## src/rtl/seg_scan_pkg.sv

```systemverilog
// Shared definitions for the multiplexed seven-segment scanner.
//   state_t        : conversion FSM states
//   DEF_*          : default parameter values for seg_scan_n
package seg_scan_pkg;

    typedef enum logic [1:0] {
        ST_IDLE,
        ST_CONV,
        ST_COMMIT
    } state_t;

    localparam int DEF_NUM_DIGITS = 4;
    localparam int DEF_VALUE_W    = 14;
    localparam int DEF_DIV_BITS   = 16;

endpackage

```

## src/rtl/bin2bcd_seq.sv

```systemverilog
// Sequential double-dabble binary-to-BCD converter, one input bit per cycle.
//   clk, reset_n : clock, asynchronous active-low reset
//   start        : load bin and begin a conversion (VALUE_W steps follow)
//   bin          : binary input, sampled on start
//   done         : high during the cycle whose closing edge performs the
//                  last step; bcd/overflow are final from the next cycle on
//                  and hold until the next start
//   bcd          : NUM_DIGITS packed BCD digits, digit 0 in bits [3:0]
//   overflow     : input did not fit in NUM_DIGITS decimal digits
module bin2bcd_seq #(
    parameter int VALUE_W    = 14,
    parameter int NUM_DIGITS = 4
) (
    input  logic                    clk,
    input  logic                    reset_n,
    input  logic                    start,
    input  logic [VALUE_W-1:0]      bin,
    output logic                    done,
    output logic [4*NUM_DIGITS-1:0] bcd,
    output logic                    overflow
);

    localparam int BCD_W = 4 * NUM_DIGITS;
    localparam int CNT_W = $clog2(VALUE_W + 1);

    logic [VALUE_W-1:0] bin_sr;
    logic [BCD_W-1:0]   bcd_sr;
    logic [BCD_W-1:0]   adj;
    logic [CNT_W-1:0]   cnt;
    logic               running;
    logic               ovf_q;

    // Add-3 correction on every digit that would exceed 9 after the shift.
    always_comb begin
        // NOTE: assign a default before any conditional update in always_comb
        // so every path drives the signal and no latch is inferred.
        adj = bcd_sr;
        for (int i = 0; i < NUM_DIGITS; i++) begin
            if (bcd_sr[4*i +: 4] >= 4'd5)
                adj[4*i +: 4] = bcd_sr[4*i +: 4] + 4'd3;
        end
    end

    always_ff @(posedge clk or negedge reset_n) begin
        // NOTE: state registers use non-blocking assignments so every flop
        // samples the pre-edge values regardless of statement order.
        if (!reset_n) begin
            bin_sr  <= '0;
            bcd_sr  <= '0;
            cnt     <= '0;
            running <= 1'b0;
            ovf_q   <= 1'b0;
        end else if (start) begin
            bin_sr  <= bin;
            bcd_sr  <= '0;
            cnt     <= '0;
            running <= 1'b1;
            ovf_q   <= 1'b0;
        end else if (running) begin
            bcd_sr <= {adj[BCD_W-2:0], bin_sr[VALUE_W-1]};
            bin_sr <= bin_sr << 1;
            // Any bit pushed out of the top digit means the value needs
            // one more decimal digit than we have.
            ovf_q  <= ovf_q | adj[BCD_W-1];
            cnt    <= cnt + 1'b1;
            if (cnt == CNT_W'(VALUE_W - 1))
                running <= 1'b0;
        end
    end

    assign done     = running && (cnt == CNT_W'(VALUE_W - 1));
    assign bcd      = bcd_sr;
    assign overflow = ovf_q;

endmodule

```

## src/rtl/seg_scan_n.sv

```systemverilog
// Multiplexed seven-segment display scanner with hex or decimal display.
//   clk, reset_n : clock, asynchronous active-low reset
//   value        : binary value to show, captured on load
//   load         : one-cycle capture request, ignored while busy
//   dec_mode     : 1 = decimal via double-dabble, 0 = hexadecimal
//   blank_lz     : 1 = blank leading zero digits (digit 0 always shown)
//   digit        : index of the digit currently driven
//   disp_digit   : nibble of the current digit
//   disp_blank   : current digit is blanked
//   busy         : conversion in progress
//   ovf          : last committed decimal value did not fit
// The display registers change only in COMMIT, so a scan never shows a
// half-converted value. busy is registered and drops one cycle after COMMIT.
module seg_scan_n
    import seg_scan_pkg::*;
#(
    parameter int NUM_DIGITS = DEF_NUM_DIGITS,
    parameter int VALUE_W    = DEF_VALUE_W,
    parameter int DIV_BITS   = DEF_DIV_BITS
) (
    input  logic                          clk,
    input  logic                          reset_n,
    input  logic [VALUE_W-1:0]            value,
    input  logic                          load,
    input  logic                          dec_mode,
    input  logic                          blank_lz,
    output logic [$clog2(NUM_DIGITS)-1:0] digit,
    output logic [3:0]                    disp_digit,
    output logic                          disp_blank,
    output logic                          busy,
    output logic                          ovf
);

    localparam int BCD_W   = 4 * NUM_DIGITS;
    localparam int DIGIT_W = $clog2(NUM_DIGITS);

    state_t              state;
    logic [VALUE_W-1:0]  value_q;
    logic                dec_q;
    logic                blank_lz_q;
    logic [BCD_W-1:0]    shadow;
    logic [NUM_DIGITS-1:0] blank_mask;
    logic [DIV_BITS-1:0] presc;

    logic                accept;
    logic                conv_start;
    logic                conv_done;
    logic [BCD_W-1:0]    conv_bcd;
    logic                conv_ovf;

    logic [BCD_W-1:0]      hex_nib;
    logic [BCD_W-1:0]      commit_nib;
    logic [NUM_DIGITS-1:0] commit_blank;
    logic                  commit_ovf;
    logic                  zero_above;

    assign accept     = (state == ST_IDLE) && !busy && load;
    assign conv_start = accept && dec_mode;

    bin2bcd_seq #(
        .VALUE_W    (VALUE_W),
        .NUM_DIGITS (NUM_DIGITS)
    ) u_bin2bcd (
        .clk      (clk),
        .reset_n  (reset_n),
        .start    (conv_start),
        .bin      (value),
        .done     (conv_done),
        .bcd      (conv_bcd),
        .overflow (conv_ovf)
    );

    // Next display contents, consumed only in COMMIT.
    always_comb begin
        hex_nib                = '0;
        hex_nib[VALUE_W-1:0]   = value_q;
        commit_ovf             = 1'b0;
        commit_nib             = hex_nib;
        if (dec_q) begin
            commit_ovf = conv_ovf;
            if (conv_ovf) begin
                for (int i = 0; i < NUM_DIGITS; i++)
                    commit_nib[4*i +: 4] = 4'd9;
            end else begin
                commit_nib = conv_bcd;
            end
        end

        // Walk down from the top digit; a digit blanks only while every
        // digit above it (and itself) is zero.
        commit_blank = '0;
        zero_above   = blank_lz_q;
        for (int i = NUM_DIGITS - 1; i >= 1; i--) begin
            zero_above      = zero_above && (commit_nib[4*i +: 4] == 4'd0);
            commit_blank[i] = zero_above;
        end
    end

    always_ff @(posedge clk or negedge reset_n) begin
        // NOTE: the display shadow is reset because the display must read
        // all zeros after reset, before any commit.
        if (!reset_n) begin
            state      <= ST_IDLE;
            busy       <= 1'b0;
            value_q    <= '0;
            dec_q      <= 1'b0;
            blank_lz_q <= 1'b0;
            shadow     <= '0;
            blank_mask <= '0;
            ovf        <= 1'b0;
        end else begin
            case (state)
                ST_IDLE: begin
                    if (accept) begin
                        value_q    <= value;
                        dec_q      <= dec_mode;
                        blank_lz_q <= blank_lz;
                        busy       <= 1'b1;
                        state      <= dec_mode ? ST_CONV : ST_COMMIT;
                    end else begin
                        busy <= 1'b0;
                    end
                end
                ST_CONV: begin
                    if (conv_done)
                        state <= ST_COMMIT;
                end
                ST_COMMIT: begin
                    shadow     <= commit_nib;
                    blank_mask <= commit_blank;
                    ovf        <= commit_ovf;
                    state      <= ST_IDLE;
                end
                default: state <= ST_IDLE;
            endcase
        end
    end

    // Free-running prescaler; the digit steps when it wraps to zero.
    always_ff @(posedge clk or negedge reset_n) begin
        if (!reset_n) begin
            presc <= '0;
            digit <= '0;
        end else begin
            presc <= presc + 1'b1;
            if (&presc)
                digit <= (digit == DIGIT_W'(NUM_DIGITS - 1)) ? '0 : digit + 1'b1;
        end
    end

    always_comb begin
        disp_digit = shadow[4*digit +: 4];
        disp_blank = blank_mask[digit];
    end

endmodule

```

## config.mk

```make
export PLATFORM = sky130hd
export DESIGN_NAME = seg_scan_n
export DESIGN_NICKNAME = d
export VERILOG_FILES = /design/src/rtl/seg_scan_pkg.sv /design/src/rtl/bin2bcd_seq.sv /design/src/rtl/seg_scan_n.sv
export SDC_FILE = /design/constraint.sdc
export NUM_CORES = 1
export LEC_CHECK = 0
export ABC_CLOCK_PERIOD_IN_PS = 1700
export BUFFER_PORTS_ARGS = -buffer_cell sky130_fd_sc_hd__buf_2
export CAP_MARGIN = 20
export CORE_UTILIZATION = 46
export DETAILED_ROUTE_END_ITERATION = 8
export GPL_ROUTABILITY_DRIVEN = 0
export PLACE_DENSITY = 0.66
export RECOVER_POWER = 25
export REMOVE_ABC_BUFFERS = 1
export SYNTH_ARGS = -nofsm -noshare
export SYNTH_HDL_FRONTEND = slang
export SYNTH_SLANG_ARGS = --single-unit
```

## constraint.sdc

```tcl
create_clock -name clk -period 1.7 [get_ports clk]
set_input_delay 0.17 -clock clk [delete_from_list [all_inputs] [get_ports clk]]
set_output_delay 0.17 -clock clk [all_outputs]
set_load 0.03 [all_outputs]
```

=== Yosys cells after proc, flatten, opt, wreduce, memory -nomap -nowiden ===
Cells that the tools add are included.

* Output and inout port bits: 9
* Bits of input ports: 19
* Flip-flop bits (word level): 93
* Bits in read-only memories: 0
* Memories: 0
* Latch bits: 0
* Bits in writable memories: 0

* Order comparisons: 5
* Shift operators: 1
* Divide/modulo/power cells: 0
* Bitwise logic cells: 1
* Add/subtract/negate cells: 7
* $mul: 0
* Muxes and demuxes: 26
* Equal/unequal tests: 6
* Reduce and logical (&&, ||, !) cells: 16

{| class="wikitable"
|+ Operator list
! kind !! number
|-
| $mux W16 || 4
|-
| $mux W14 || 2
|-
| $mux W4 || 6
|-
| $add A16 B1 Y16 const B || 1
|-
| $add A4 B2 Y4 const B || 4
|-
| $ge A4 B3 Y1 const B || 4
|-
| $reduce_and A16 Y1 || 1
|-
| $shiftx A16 B5 Y4 || 1
|-
| $logic_not A4 Y1 || 3
|-
| $mux W1 || 8
|-
| $mux W2 || 4
|-
| $logic_and A1 B1 Y1 || 7
|-
| $add A4 B1 Y4 const B || 1
|-
| $eq A2 B2 Y1 const B || 2
|-
| $eq A4 B4 Y1 const B || 1
|-
| $ne A2 B2 Y1 const B || 2
|-
| $pmux W2 S2 || 1
|-
| $reduce_and A2 Y1 || 2
|-
| $lt A2 B3 Y1 const B || 1
|-
| $add A2 B1 Y2 const B || 1
|-
| $bmux W1 S2 || 1
|-
| $eq A2 B1 Y1 const B || 1
|-
| $logic_not A2 Y1 || 1
|-
| $reduce_bool A2 Y1 || 1
|-
| other kinds (2) || 2
|}

=== Longest topological paths before layout ===
* Word-level depth: 6
* Mapped depth: 6

=== Hierarchy ===
A second synthesis with hierarchy kept.

* Cell total of the unflattened synthesis: 422
* Area total of the unflattened synthesis: 4520.6 µm²

{| class="wikitable"
|+ By module, submodules not included
! module !! cells each !! instances !! area an instance (µm²) !! seq. area each (µm²)
|-
| seg_scan_n || 219 || 1 || 2575.0 || 1426.4
|-
| bin2bcd_seq || 203 || 1 || 1945.6 || 900.9
|}

=== Worst setup path after synthesis ===
Ideal clock, no wire load.

* Path type: register to output
* Start: register digit[1]
* End: output disp_blank
* Arrival: 1480 ps
* Data required time: 1530 ps
* Stages on the path, launching flop included: 4
* Slack: 50 ps
* Cells stage by stage: dfrtp_1 > clkbuf_2 > nand2_1 > o21ai_0

* Word-level cells in the longest chain between the ends: 2

{| class="wikitable"
|+ RTL lines
! element !! line !! RTL
|-
| start: declaration || seg_scan_n.sv:27 || <nowiki>output logic [$clog2(NUM_DIGITS)-1:0] digit,</nowiki>
|-
| start signal: assignment || seg_scan_n.sv:147 || <nowiki>digit <= (digit == DIGIT_W'(NUM_DIGITS - 1)) ? '0 : digit + 1'b1;</nowiki>
|-
| $bmux W1 S2 || seg_scan_n.sv:153 || <nowiki>disp_blank = blank_mask[digit];</nowiki>
|-
| $mux W1 (implied by the code) || seg_scan_n.sv:153 ||
|-
| end: declaration || seg_scan_n.sv:29 || <nowiki>output logic disp_blank,</nowiki>
|}

Every way passes these cells. The select of a mux whose other input is x is not followed.

=== Worst setup path in the final report ===
* Start: register digit[0]
* End: output disp_digit[1]

* Word-level cells in the longest chain between the ends: 1

{| class="wikitable"
|+ RTL lines
! element !! line !! RTL
|-
| $shiftx A16 B5 Y4 || seg_scan_n.sv:152 || <nowiki>disp_digit = shadow[4*digit +: 4];</nowiki>
|-
| end: declaration || seg_scan_n.sv:28 || <nowiki>output logic [3:0] disp_digit,</nowiki>
|}

Every way passes these cells.

==> impl_results.md <==
- Antenna violations before repair: 0
- Worst clock skew: 0.01008 ns
- DR vias: 3188
- DRT antenna net count: 0
- CP Data Arrival Time: 1.56 ns
- Met3 WL: 272 microns
- Mapped cell area: 4506 sq um
- DIE HEIGHT: 101.0 microns
- RSZ-0062 raised after global routing: yes
- Site Rows: 35
- CTS tree: yes
- Iteration-0 DRC count of the detailed router: 118
- Hold slack: 0.02076 ns
- Dominant synthesized flop cell: dfrtp_1
- Setup ws final: -0.02579 ns
- I/O Pins: 28
- Ant diodes: 0
- Drt wl/cell: 15.43 microns
- Via density per instance: 5.252
- Post-Syn Instances: 430
- Dpl ws: 0.06919 ns
- Util after Layout: 54.87%
- Clock Path Buffers: 2
- Fin nets: 504
- Vias in the first global route: 3157
- Multi-input logic area: 2013 sq um
- Worst path cell trace: mux4_2 -> buf_6
- Max-slew headroom: 53.90%
- Global-route wire length before repair: 16.04 mm
- Worst EP required: 1.53 ns
- Total GRT Usage: 20.92%
- Post-synthesis sequential area ratio: 51.65%
- Port Buf Inserts: 27
- Final Setup Violations: 2
- H-tree depth: 3
- Share of layout cells above drive strength 1: 21.34%
- Initial core utilization: 48.08%
- PD cells: 1679 nW/um^2
- Worst-path fanout max: 8
- Die Area: 10190 sq um
- Post-synth ARST share: 100.0%
- DP HPWL: 6.711 mm
- Area Overhead vs Synth: 14.13%
- Critical path class: reg2out
- Post-synth EDFFs: 0
- Root buf cell: clkbuf_8
- Core footprint: 9371 sq um
- Fillers: 864
- Most common cell after layout, fill and taps aside: dfrtp_1
- Crit. End Element: output port
- Pin count of the biggest net entering global routing: 49
- Leak Pwr: 2.356 nW
- DR top layer: met4
- Worst-case vdd ir drop: 861.1 uV
- Drt first pass iters: 4
- Slowest CP cell: mux4_2
- Fin crit period: 1.726 ns
- Most frequent cells in the layout: dfrtp_1, o21ai_0, nand2_1, buf_4
- Register area: 2330 sq um
- Yosys warnings: 0
- CP peak stage delay: 0.55 ns
- Clock sinks: 93
- TritonCTS buffer count: 9
- CP Launch Type: register
- DR DRC count: 0
- FF+latch count, synth: 93
- Outcome: complete, but fails checks
- Slew @ Worst Pin: 0.6914 ns
- Final hold vios: 0
- Fin. max-slew vios: 0
- Failing checks: negative setup slack
- M1 wire length: 4.735 mm
- Clock-pin slew on the worst setup and hold paths: 0.09 ns
- Worst-skew pair later-pin latency: 0.36 ns
- Worst min path class: in2reg
- MaxCap Viol Count: 0
- Met2 WL: 4.206 mm
- WL final: 9.368 mm
- Final period utilization: 101.5%
- Fmax: 0.5794 GHz
- Synth cell types: 46
- Syn Area/Cell: 10.48 sq um
- Grt total ovfl: 0
- Die Span X: 101.0 microns
==> Yosys cell counts (all sizes together), types with 2 or more instances <==
library cell,number,area (sq um)
a211oi,3,22.52
a21oi,23,115.1
a31oi,2,12.51
and2,2,12.51
and3,3,23.77
buf,14,71.31
clkbuf,8,42.54
dfrtp,93,2327
ha,12,150.1
inv,17,63.81
mux2,21,244.0
mux2i,14,140.1
mux4,4,90.09
nand2,52,195.2
nand2b,7,43.79
nand3,19,100.1
nand4,3,33.78
nor2,19,71.32
nor2b,3,18.77
nor3,5,25.02
nor3b,6,45.04
nor4b,2,23.77
o21ai,58,290.3
o22ai,2,12.51
o31ai,2,15.01
or3,7,43.79
xnor2,16,140.1
xor2,5,43.79
==> through the flow <==
stage,std cells,TNS [ns],power [mW],instance area [sq um]
3_3_place_gp,583,0,6.938,4867
2_1_floorplan,408,-43.65,5.907,4392
6_report,607,-0.03004,8.633,5142
4_1_cts,601,-0.1859,8.657,5112
5_1_grt,607,-0.3448,9.311,5142
3_5_place_dp,583,0,7.064,4867
==> power breakdown <==
group / switching [mW] / internal (mW) / total [mW]
Clock: 0.799 / 0.724 / 1.52
Sequential: 0.764 / 3.01 / 3.77
Combinational: 1.79 / 1.55 / 3.33
==> flip-flops by register name, indices dropped and copies added (netlist names), 2 cells and up <==
name / count
blank_mask: 3
digit: 2
u_bin2bcd.bin_sr: 14
u_bin2bcd.cnt: 4
shadow: 16
u_bin2bcd.bcd: 16
value_q: 14
state: 2
presc: 16
==> repair_timing <==
action	in CTS	in global routing
setup endpoints to repair	5	9
hold buffers	1	0
buffers inserted	1	6
pin swaps	0	1
gates resized for setup	10	1
hold endpoints to repair	25	0
==> worst max-delay path, delay by kind of cell (launching register included) <==
kind     cells  cell delay (ns)
flops        1             0.48
mux          1             0.55
buf+inv      1             0.16
==> worst paths after layout <==
kind                                  start  depth (start not counted)  slack (ns)                  end
min in group asynchronous           reset_n                          2        0.38    u_bin2bcd.bcd[14]
max in group asynchronous           reset_n                          3        0.22             digit[0]
setup / recovery                   digit[0]                          2       -0.03        disp_digit[1]
hold / removal                     value[5]                          3        0.02  u_bin2bcd.bin_sr[5]
setup reg to reg           u_bin2bcd.bcd[8]                          6        0.09    u_bin2bcd.bcd[10]
hold reg to reg                   presc[15]                          1        0.49            presc[15]
==> cell families (layout without fill, tap and decap cells) <==
kind of cell / after synthesis / after routing / synth area share, %
AND/OR/NAND/NOR: 131 / 131 / 14.97
AO/OA/AOI/OAI: 95 / 95 / 11.50
flip-flops: 93 / 93 / 51.65
multiplexers: 39 / 39 / 10.52
buffers and inverters: 39 / 87 / 3.943
XOR/XNOR: 21 / 21 / 4.082
adder cells (fa/ha/maj): 12 / 12 / 3.332
==> routing by layer <==
layer	global-route usage [%]	vias to the layer above
met5	0	-
met4	8.473	0
met3	2.774	12
met2	31.19	58
met1	30.91	1547
li1	-	1571
==> area by class of cell <==
cell class                      instances  share of cell area (%)
Sequential cell                        93                   45.30
Tap cell                              129                   3.139
Inverter                               17                   1.241
Clock inverter                          5                   1.144
Multi-Input combinational cell        298                   39.15
Timing Repair Buffer                   54                   7.275
Clock buffer                           11                   2.749
Power figures use the tool's default switching activity.
